<file path="config.mk">
export PLATFORM = sky130hd
export DESIGN_NAME = spm_seq
export DESIGN_NICKNAME = d
export VERILOG_FILES = /design/src/rtl/spm_seq.sv
export SDC_FILE = /design/constraint.sdc
export NUM_CORES = 1
export LEC_CHECK = 0
export ABC_AREA = 1
export BUFFER_PORTS_ARGS = -buffer_cell sky130_fd_sc_hd__buf_4
export CAP_MARGIN = 20
export CORE_ASPECT_RATIO = 1.2
export CORE_MARGIN = 2
export CORE_UTILIZATION = 40
export DETAILED_ROUTE_END_ITERATION = 10
export PLACE_DENSITY_LB_ADDON = 0.2
export SLEW_MARGIN = 10
export SYNTH_ARGS = -nofsm -noshare
export SYNTH_HDL_FRONTEND = slang
export SYNTH_SLANG_ARGS = --single-unit
</file>
<file path="constraint.sdc">
create_clock -name clk -period 2.3 [get_ports clk]
set_input_delay 0.46 -clock clk [delete_from_list [all_inputs] [get_ports clk]]
set_output_delay 0.46 -clock clk [all_outputs]
set_load 0.02 [all_outputs]
</file>
<file path="src/rtl/spm_seq.sv">
// Sequencer around a serial-parallel multiplier: latches a signed operand pair,
// streams B sign-extended LSB-first into the multiplier, and deserializes the product.
module spm_seq #(
   parameter int SIZE  = 32,
   parameter int P_DLY = 1
) (
   input  logic              clk,
   input  logic              rst,
   input  logic              in_valid,
   output logic              in_ready,
   input  logic [SIZE-1:0]   in_a,
   input  logic [SIZE-1:0]   in_b,
   output logic              out_valid,
   input  logic              out_ready,
   output logic [2*SIZE-1:0] out_prod,
   output logic              mul_rst,
   output logic [SIZE-1:0]   mul_x,
   output logic              mul_y,
   input  logic              mul_p
);

   localparam int NBITS = 2 * SIZE;
   localparam int LAST  = NBITS + P_DLY - 1;
   localparam int CW    = $clog2(NBITS + P_DLY + 1);

   typedef enum logic [1:0] {IDLE, CLR, SHIFT, DONE} state_t;

   state_t             state_reg, state_next;
   logic [CW-1:0]      cnt_reg;
   logic [SIZE-1:0]    y_reg;
   logic [SIZE-1:0]    x_reg;
   logic [NBITS-1:0]   acc_reg;
   logic [NBITS-1:0]   prod_reg;
   logic               out_valid_reg;
   logic               mul_y_reg;
   logic               last;

   assign last      = (cnt_reg == CW'(LAST));
   assign in_ready  = (state_reg == IDLE) && !rst;
   assign mul_rst   = rst || (state_reg == CLR);
   assign out_valid = out_valid_reg;
   assign out_prod  = prod_reg;
   assign mul_x     = x_reg;
   assign mul_y     = mul_y_reg;

   always_comb begin
      state_next = state_reg;
      case (state_reg)
         IDLE:    if (in_valid) state_next = CLR;
         CLR:     state_next = SHIFT;
         SHIFT:   if (last) state_next = DONE;
         DONE:    if (out_ready) state_next = IDLE;
         default: state_next = IDLE;
      endcase
   end

   always_ff @(posedge clk) begin
      if (rst) begin
         state_reg     <= IDLE;
         cnt_reg       <= '0;
         y_reg         <= '0;
         x_reg         <= '0;
         acc_reg       <= '0;
         prod_reg      <= '0;
         out_valid_reg <= 1'b0;
         mul_y_reg     <= 1'b0;
      end else begin
         state_reg <= state_next;
         case (state_reg)
            IDLE: begin
               mul_y_reg <= 1'b0;
               if (in_valid) begin
                  x_reg   <= in_a;
                  y_reg   <= in_b;
                  acc_reg <= '0;
               end
            end
            CLR: begin
               // Preload bit 0 so it is on mul_y during the first SHIFT cycle.
               cnt_reg   <= '0;
               mul_y_reg <= y_reg[0];
               y_reg     <= {y_reg[SIZE-1], y_reg[SIZE-1:1]};
            end
            SHIFT: begin
               cnt_reg   <= cnt_reg + CW'(1);
               mul_y_reg <= last ? 1'b0 : y_reg[0];
               y_reg     <= {y_reg[SIZE-1], y_reg[SIZE-1:1]};
               // mul_p lags mul_y by P_DLY cycles, so the first P_DLY cycles carry no product bit.
               if (cnt_reg >= CW'(P_DLY))
                  acc_reg <= {mul_p, acc_reg[NBITS-1:1]};
               if (last) begin
                  prod_reg      <= {mul_p, acc_reg[NBITS-1:1]};
                  out_valid_reg <= 1'b1;
               end
            end
            DONE: begin
               if (out_ready) out_valid_reg <= 1'b0;
            end
            default: ;
         endcase
      end
   end

endmodule

</file>
==> results of run 1 <==
## power groups by stage
stage          Sequential [µW]  Clock [µW]  Combinational, µW
3_3_place_gp              4690           0               4330
2_1_floorplan             4800           0               3220
3_5_place_dp              4700           0               4400
5_1_grt                   4730        3510               5040
6_report                  4640        3280               4370
4_1_cts                   4640        3390               4410
## cells in the final DEF, fill, tap and decap left out, types with 2 or more instances in the layout
cell type   netlist  layout
nor2_1          144     144
clkbuf_1         42       4
dfxtp_1         202     202
a21oi_1         132     132
nand3_1          70      70
clkbuf_8          0       3
o21ai_0          69      69
a31oi_1          31      31
inv_2             4       4
buf_12            0       6
ha_1              8       7
clkbuf_16         0      21
clkinv_2          0       5
nand4_1           2       2
clkinvlp_4        0       2
inv_1            18      17
buf_4            12     183
nand2_1         334     334
## final timing paths
kind	cells past startpoint	end	slack, ns	from
max	5	in_ready	0.25	state_reg[0]
min	3	mul_x[10]	0.20	in_a[10]
max reg2reg	9	acc_reg[54]	0.40	state_reg[0]
min reg2reg	2	out_valid	0.45	out_valid
## through the flow
stage / cell area (µm²) / std cells
3_5_place_dp: 9510 / 1474
4_1_cts: 10200 / 1511
6_report: 10200 / 1511
3_3_place_gp: 9510 / 1474
5_1_grt: 10200 / 1511
2_1_floorplan: 8060 / 1111
## layer usage
| layer | wire [µm] | global-route usage, % |
|---|---|---|
| met1 | 8830 | 22.2 |
| met2 | 8660 | 28.9 |
| met3 | 1290 | 4.62 |
| met4 | 344 | 4.74 |
| met5 | 0 | 0 |
## cell families (layout without fill, tap and decap cells)
logic type	count (synthesis)	count (layout)	share of synthesized area (%)
flip-flops	202	202	50.2
AND/OR/NAND/NOR	556	556	27.3
adder cells (fa/ha/maj)	8	8	1.24
AO/OA/AOI/OAI	235	235	15.2
XOR/XNOR	1	1	0.109
buffers and inverters	109	248	5.95
## final cells by class
| class | count | area, µm² | share of cell area, % |
|---|---|---|---|
| sequential | 202 | 4040 | 39.7 |
| clock buffer | 28 | 582 | 5.72 |
| clock inverter | 9 | 82.6 | 0.811 |
| inverter | 22 | 83.8 | 0.824 |
| multi-input combinational | 800 | 3560 | 35.0 |
| tap | 261 | 327 | 3.21 |
| timing repair buffer | 189 | 1490 | 14.7 |
## worst max-delay path, stage by stage, from the launching register on
cell,delay [ns]
dfxtp_1,0.33
inv_1,0.14
ha_1,0.28
inv_2,0.09
nor2_1,0.10
buf_4,0.16
## cell usage after synthesis, drive strengths merged
cell type    n
clkbuf      43
or2          1
and2         1
nand3       71
nand4        2
a31oi       31
xor2         1
dfxtp      202
a21oi      133
o21ai       70
nor3         2
inv         22
nand2      334
ha           8
a211oi       1
buf         44
nor2       145
==> results.toml, run 1 <==
[status]
outcome = "finished, final reports clean"

[clock_tree]
ctsResizeCount = 0
cts_tree = "yes"
cts_setup_buffers = 0
hold_buffers = 0
cts-root-buf = "clkbuf_16"
cts.sinks = 202
numCtsBuffers = 21
clk_pin_slew_worst_paths_ns = 0.06
cts_buffer_depth = 3
clk_latency_ns = 0.50
h-tree-depth = 1

[final_layout]
nFillCells = 2002
syn_to_final_growth_pct = 26.3
nets = 1313
largest_reg_flops = 64
drive_above_1_share_pct = 18.7
final_util_pct = 51.7
diodes = 0

[sta]
fin_crit_ns = 2.05
rsz0062_at_grt = "no"
holdWs_ns = 0.205
clock_skew_ns = 0.0163
relSlewSlack_pct = 66.8
min_period_over_period_pct = 89.2
setup_tns_ns = 0
finalMaxSlewViolations = 0
setup_viol = 0
worst_pin_slew_ns = 0.498
hold_viol = 0
setup_slack_ns = 0.249
fmax_mhz = 488

[worst_setup_path]
path_max_fanout = 4
critPathKind = "flip-flop to output pin"
endpoint_kind = "output pin"
cp.arrival_ns = 1.59
cp.required_ns = 1.84
startpoint_type = "flip-flop"

[power_and_ir_drop]
power_uw = 12300
switching_share_pct = 37.0
p_leak_uw = 0.00427
peakVddDrop_mv = 0.805
share_comb_of_total_power_pct = 35.5
p_clk_share_pct = 26.7
p_per_area_nw_per_um2 = 1210
switchingPower_uw = 4550
pwr-share-seq_pct = 37.8
p_int_uw = 7740

[floorplan]
dieArea_um2 = 21300
die_width_um = 134
initial_core_util_pct = 40.9
rows = 56
core-area_um2 = 19700
io_pins = 169
die_height_um = 159

[placed_design]
port-buffer-count = 168
post-place-ws_ns = 0.429
gp_congestion = 0.801
post-dp-hpwl_um = 12000

[synthesis]
synthesis.area_um2 = 8060
synth_fp_nets = 1188
yosysTopAreaCellShare_pct = 50.2
syn_area_per_cell_um2 = 7.25
seq_area_frac_synth_pct = 50.2
synth_cells = 1111
synth_area_leaders = "dfxtp_1 50%, nand2_1 16%, a21oi_1 8.2%"
yosys_warnings = 0
ys_types = 26
synth.largest_area_cell = "dfxtp_1"
ys_ff_latch = 202

[global_routing]
grt_pass1_wl_um = 31800
grt_pass1_vias = 6664
grt_remaining_overflow = 0
antenna_found_initial = 0
grt.total_usage_pct = 17.4
grt_max_degree = 127

[detailed_routing]
wirelength_um = 19100
route.detailed.drc = 0
drtPass1Iterations = 4
routedWlPerCell_um = 12.7
drt_iter0_markers = 506
vias = 7348
vias_per_cell = 4.86
ant_nets = 0

[worst_hold_path]
min_path_type = "input port to flip-flop"

[run]
maxCapViolations = 0
Power figures use the tool's default switching activity.
==> run 2: changes to the inputs <==
ABC_AREA = unset   (was 1)
==> run 2 against run 1 <==
Critical endpoint is now mul_rst; area after synthesis decreased by 10%; clock power increased by 13%; sequential power down 11%; total power is 14% lower; highest routed layer unchanged; fmax shrank 0.92%.
==> results.toml, run 2 <==
[status]
outcome = "finished, final reports clean"

[detailed_routing]
drt_iter0_markers = 262
vias_per_cell = 4.95
routedWlPerCell_um = 13.7
ant_nets = 0
wirelength_um = 15900
vias = 5742
route.detailed.drc = 0
drtPass1Iterations = 4

[power_and_ir_drop]
p_per_area_nw_per_um2 = 1120
p_int_uw = 7420
pwr-share-seq_pct = 39.1
p_leak_uw = 0.00380
switching_share_pct = 30.1
peakVddDrop_mv = 0.848
p_clk_share_pct = 35.0
switchingPower_uw = 3200
share_comb_of_total_power_pct = 25.9

[final_layout]
nFillCells = 1641
largest_reg_flops = 64
drive_above_1_share_pct = 23.7
nets = 1001
multi_input_area_um2 = 2880
final_util_pct = 53.7
layout.cells.non_filler = 1159
diodes = 0
final_common_cell = "dfxtp_1"
final_cell_mix = "202 x dfxtp_1, 199 x nand2_1, 176 x buf_4, 104 x a21oi_1, 63 x a22o_1"
syn_to_final_growth_pct = 30.8
regArea_um2 = 4040

[worst_setup_path]
cp.arrival_ns = 1.61
startpoint_type = "flip-flop"
path_max_fanout = 4
endpoint_kind = "output pin"
cp-startpoint = "state_reg[1]"
cp.required_ns = 1.84
crit-reg2reg-launch = "cnt_reg[4]"
critPathKind = "flip-flop to output pin"

[clock_tree]
ctsResizeCount = 0
cts.sinks = 202
hold_buffers = 0
cts_buffer_depth = 3
h-tree-depth = 1
numCtsBuffers = 21
clk_latency_ns = 0.49
cts_setup_buffers = 0
cts-root-buf = "clkbuf_16"
cts_tree = "yes"
clk_pin_slew_worst_paths_ns = 0.06

[floorplan]
rows = 53
die_width_um = 127
io_pins = 169
core-area_um2 = 17600
dieArea_um2 = 19100
initial_core_util_pct = 41.1
die_height_um = 151

[run]
maxCapViolations = 0

[synthesis]
synth_commonest_cells = "202 x dfxtp_1, 199 x nand2_1, 104 x a21oi_1"
ys_ff_latch = 202
yosys_warnings = 0
yosysTopAreaCellShare_pct = 56.0
synth_cells = 778
synth_area_leaders = "dfxtp_1 56%, nand2_1 10%, a22o_1 7.6%"
syn_area_per_cell_um2 = 9.28
synthesis.area_um2 = 7220
synth-edff-count = 0
async_reset_ff_share_pct = 0
yosysMostFrequentCell = "dfxtp_1"
seq_area_frac_synth_pct = 56.0
synthFlopType = "dfxtp_1"
ys_types = 32
synth_fp_nets = 855
synth.largest_area_cell = "dfxtp_1"

[global_routing]
antenna_found_initial = 0
grt_remaining_overflow = 0
grt.total_usage_pct = 15.9
grt_pass1_wl_um = 25800
grt_pass1_vias = 5238
grt_max_degree = 71

[sta]
fin_crit_ns = 2.07
min_period_over_period_pct = 90.0
fmax_mhz = 483
setup_viol = 0
worst_pin_slew_ns = 0.579
setup_slack_ns = 0.230
setup_tns_ns = 0
clock_skew_ns = 0.00501
hold_viol = 0
finalMaxSlewViolations = 0
holdWs_ns = 0.174
rsz0062_at_grt = "no"
relSlewSlack_pct = 61.1

[placed_design]
gp_congestion = 0.753
port-buffer-count = 168
dp_cells = 1121
post-dp-hpwl_um = 9890
post-place-ws_ns = 0.345

[worst_hold_path]
hold_start = "out_ready"
min_path_type = "input port to flip-flop"
-- run 2: cell count changes in the layout (fill, tap and decap cells not counted), moves of 3 or more --
| cell | change |
|---|---|
| nand3_1 | -67 |
| inv_2 | -4 |
| a22o_1 | +63 |
| clkinv_2 | -3 |
| buf_4 | -7 |
| a21oi_1 | -28 |
| nand2_1 | -135 |
| o21ai_0 | -63 |
| mux2i_1 | +32 |
| a211oi_1 | +31 |
| bufinv_16 | +4 |
| a31oi_1 | -30 |
| nor2_1 | -107 |
| inv_1 | -8 |
-- run 2: metal layers --
metal  vias to the layer above  track usage [%]  part of all wire (%)
li1                       2967                -                     -
met1                      2630             21.0                    45
met2                       133             25.5                    46
met3                        12             5.26                   7.9
met4                         0             3.19                  0.77
met5                         -                0                     0
-- run 2: path summary, 6_finish.rpt --
| path | slack [ns] | endpoint | cells after the start |
|---|---|---|---|
| min reg2reg | 0.45 | mul_x[21] | 2 |
| max | 0.23 | mul_rst | 4 |
| max reg2reg | 0.34 | out_prod[29] | 5 |
| min | 0.17 | out_valid | 2 |
-- run 2: worst max-delay path, cell delays in order, from the launching register on --
cell and delay [ns]:
dfxtp_1 0.35, inv_1 0.10, ha_1 0.21, or2_2 0.29, buf_4 0.17
-- run 2: cell type report --
type | instances | area share, %
Sequential cell | 202 | 42.8
Clock buffer | 28 | 6.16
Multi-Input combinational cell | 508 | 30.5
Timing Repair Buffer | 182 | 15.3
Tap cell | 220 | 2.92
Inverter | 9 | 0.358
Clock inverter | 10 | 1.97
-- run 2: stage by stage --
stage | area (µm²) | total power [µW]
2_1_floorplan | 7220 | 6180
6_report | 9440 | 10600
5_1_grt | 9440 | 11300
3_5_place_dp | 8670 | 7030
4_1_cts | 9440 | 10800
3_3_place_gp | 8670 | 6990
-- run 2: power groups by stage --
stage                     logic, µW  clock network, µW  registers [µW]
after floorplan                1870                  0            4310
after global placement         2770                  0            4220
after detailed placement       2800                  0            4230
after CTS                      2810               3810            4160
after global routing           3090               3960            4200
final                          2750               3710            4150
-- run 2: kinds of logic after synthesis --
kind of cell / synth area share (%)
buffers and inverters: 4.68
adders and majority gates: 1.39
muxes: 4.44
AOI/OAI and AO/OA: 19.4
xor gates and xnor gates: 0.485
and+or+nand+nor: 13.6
DFF: 56.0
==> run 3: changes to the inputs <==
--- a/config.mk
+++ b/config.mk
@@ -12,4 +12,5 @@
 export CORE_UTILIZATION = 40
 export DETAILED_ROUTE_END_ITERATION = 10
+export MAX_ROUTING_LAYER = met4
 export PLACE_DENSITY_LB_ADDON = 0.2
 export SLEW_MARGIN = 10
==> constraint.sdc (replaced) <==
create_clock -name clk -period 2.3 [get_ports clk]
set_input_delay 0.46 -clock clk [delete_from_list [all_inputs] [get_ports clk]]
set_output_delay 0.46 -clock clk [all_outputs]
set_load 0.05 [all_outputs]
==> run 3 against run 2 <==
Sequential power about the same; worst hold slack worse by 0.0022 ns; combinational power is 10% higher; die area did not move.
==> results.toml, run 3 (synthesis results as in run 2) <==
[status]
outcome = "finished, final reports clean"

[final_layout]
nets = 1001
nFillCells = 1641
largest_reg_flops = 64
final_cell_mix = "202 x dfxtp_1, 199 x nand2_1, 176 x buf_4, 104 x a21oi_1, 63 x a22o_1"
final_common_cell = "dfxtp_1"
drive_above_1_share_pct = 23.7
final_util_pct = 53.7
syn_to_final_growth_pct = 30.8
diodes = 0

[worst_setup_path]
endpoint_kind = "output pin"
critPathTopFamily = "flip-flops"
path_depth = 4
slowest_stage = "dfxtp_1"
reg2reg_setup_slack_ns = 0.34
path_max_fanout = 4
critPathMaxStageDelay_ns = 0.35
r2r_cells = 5
critPathKind = "flip-flop to output pin"
cp.required_ns = 1.84
path_cells = "inv_1 -> ha_1 -> or2_2 -> buf_4"
path_buf_inv = 2
cp.arrival_ns = 1.65
startpoint_type = "flip-flop"

[power_and_ir_drop]
share_comb_of_total_power_pct = 27.8
p_per_area_nw_per_um2 = 1150
peakVddDrop_mv = 0.877
pwr-share-seq_pct = 38.1
p_leak_uw = 0.00380
p_clk_share_pct = 34.1
switchingPower_uw = 3480
switching_share_pct = 31.9
p_int_uw = 7430

[clock_tree]
cts_tree = "yes"
cts_buffer_depth = 3
cts_setup_buffers = 0
h-tree-depth = 1
cts.sinks = 202
hold_buffers = 0
numCtsBuffers = 21
clk_pin_slew_worst_paths_ns = 0.07
ctsResizeCount = 0
clk_latency_ns = 0.49
cts-root-buf = "clkbuf_16"

[sta]
holdWs_ns = 0.171
min_period_over_period_pct = 91.5
rsz0062_at_grt = "no"
setup_viol = 0
fin_crit_ns = 2.11
finalMaxSlewViolations = 0
hold_viol = 0
fmax_mhz = 475
setup_tns_ns = 0
clock_skew_ns = 0.00833
relSlewSlack_pct = 61.1
worst_pin_slew_ns = 0.579

[floorplan]
rows = 53
die_height_um = 151
dieArea_um2 = 19100
io_pins = 169
die_width_um = 127
initial_core_util_pct = 41.1
core-area_um2 = 17600

[placed_design]
port-buffer-count = 168
post-dp-hpwl_um = 9890
gp_congestion = 0.763

[detailed_routing]
vias_per_cell = 4.97
routedWlPerCell_um = 13.8
drt_iter0_markers = 237
route.detailed.drc = 0
vias = 5761
ant_nets = 0
wirelength_um = 16000
drtPass1Iterations = 4

[worst_hold_path]
min_path_type = "input port to flip-flop"
hold_depth = 2

[global_routing]
grt_pass1_vias = 5236
antenna_found_initial = 0
grt.total_usage_pct = 16.3
grt_pass1_wl_um = 25800
grt_remaining_overflow = 0
grt_max_degree = 71

[run]
maxCapViolations = 0
## run 3: cell counts in the layout (fill, tap and decap cells not counted)
No cell type changed its count.
## run 3: power groups by stage
| stage | Sequential, µW | Clock (µW) | Combinational (µW) |
|---|---|---|---|
| after floorplan | 4550 | 0 | 1900 |
| after global placement | 4220 | 0 | 3040 |
| after detailed placement | 4230 | 0 | 3080 |
| after CTS | 4160 | 3810 | 3080 |
| after global routing | 4200 | 3960 | 3370 |
| final | 4150 | 3720 | 3030 |
## run 3: path summary, 6_finish.rpt
| path | startpoint | end |
|---|---|---|
| max | state_reg[1] | mul_rst |
| min | out_ready | out_valid |
| max reg2reg | cnt_reg[4] | out_prod[29] |
| min reg2reg | out_prod[25] | out_prod[25] |
## run 3: final cells by class
type | instances | area [µm²] | share of cell area [%]
timing repair buffer | 182 | 1440 | 15.3
multi-input combinational | 508 | 2880 | 30.5
clock inverter | 10 | 186 | 1.97
inverter | 9 | 33.8 | 0.358
clock buffer | 28 | 582 | 6.16
sequential | 202 | 4040 | 42.8
tap | 220 | 275 | 2.92
## run 3: stage by stage
stage | cells | cell area (µm²) | power (µW) | setup WS (ns)
4_1_cts | 1159 | 9440 | 11000 | 0.163
3_3_place_gp | 1121 | 8670 | 7260 | 0.375
5_1_grt | 1159 | 9440 | 11500 | 0.0981
6_report | 1159 | 9440 | 10900 | 0.195
2_1_floorplan | 778 | 7220 | 6450 | 0.289
3_5_place_dp | 1121 | 8670 | 7300 | 0.345
## run 3: per-layer routing
metal  track usage (%)  share of wire, %
met5                 -                 0
met4              3.19              0.68
met3              4.66               7.5
met2              25.5                46
met1              21.4                46
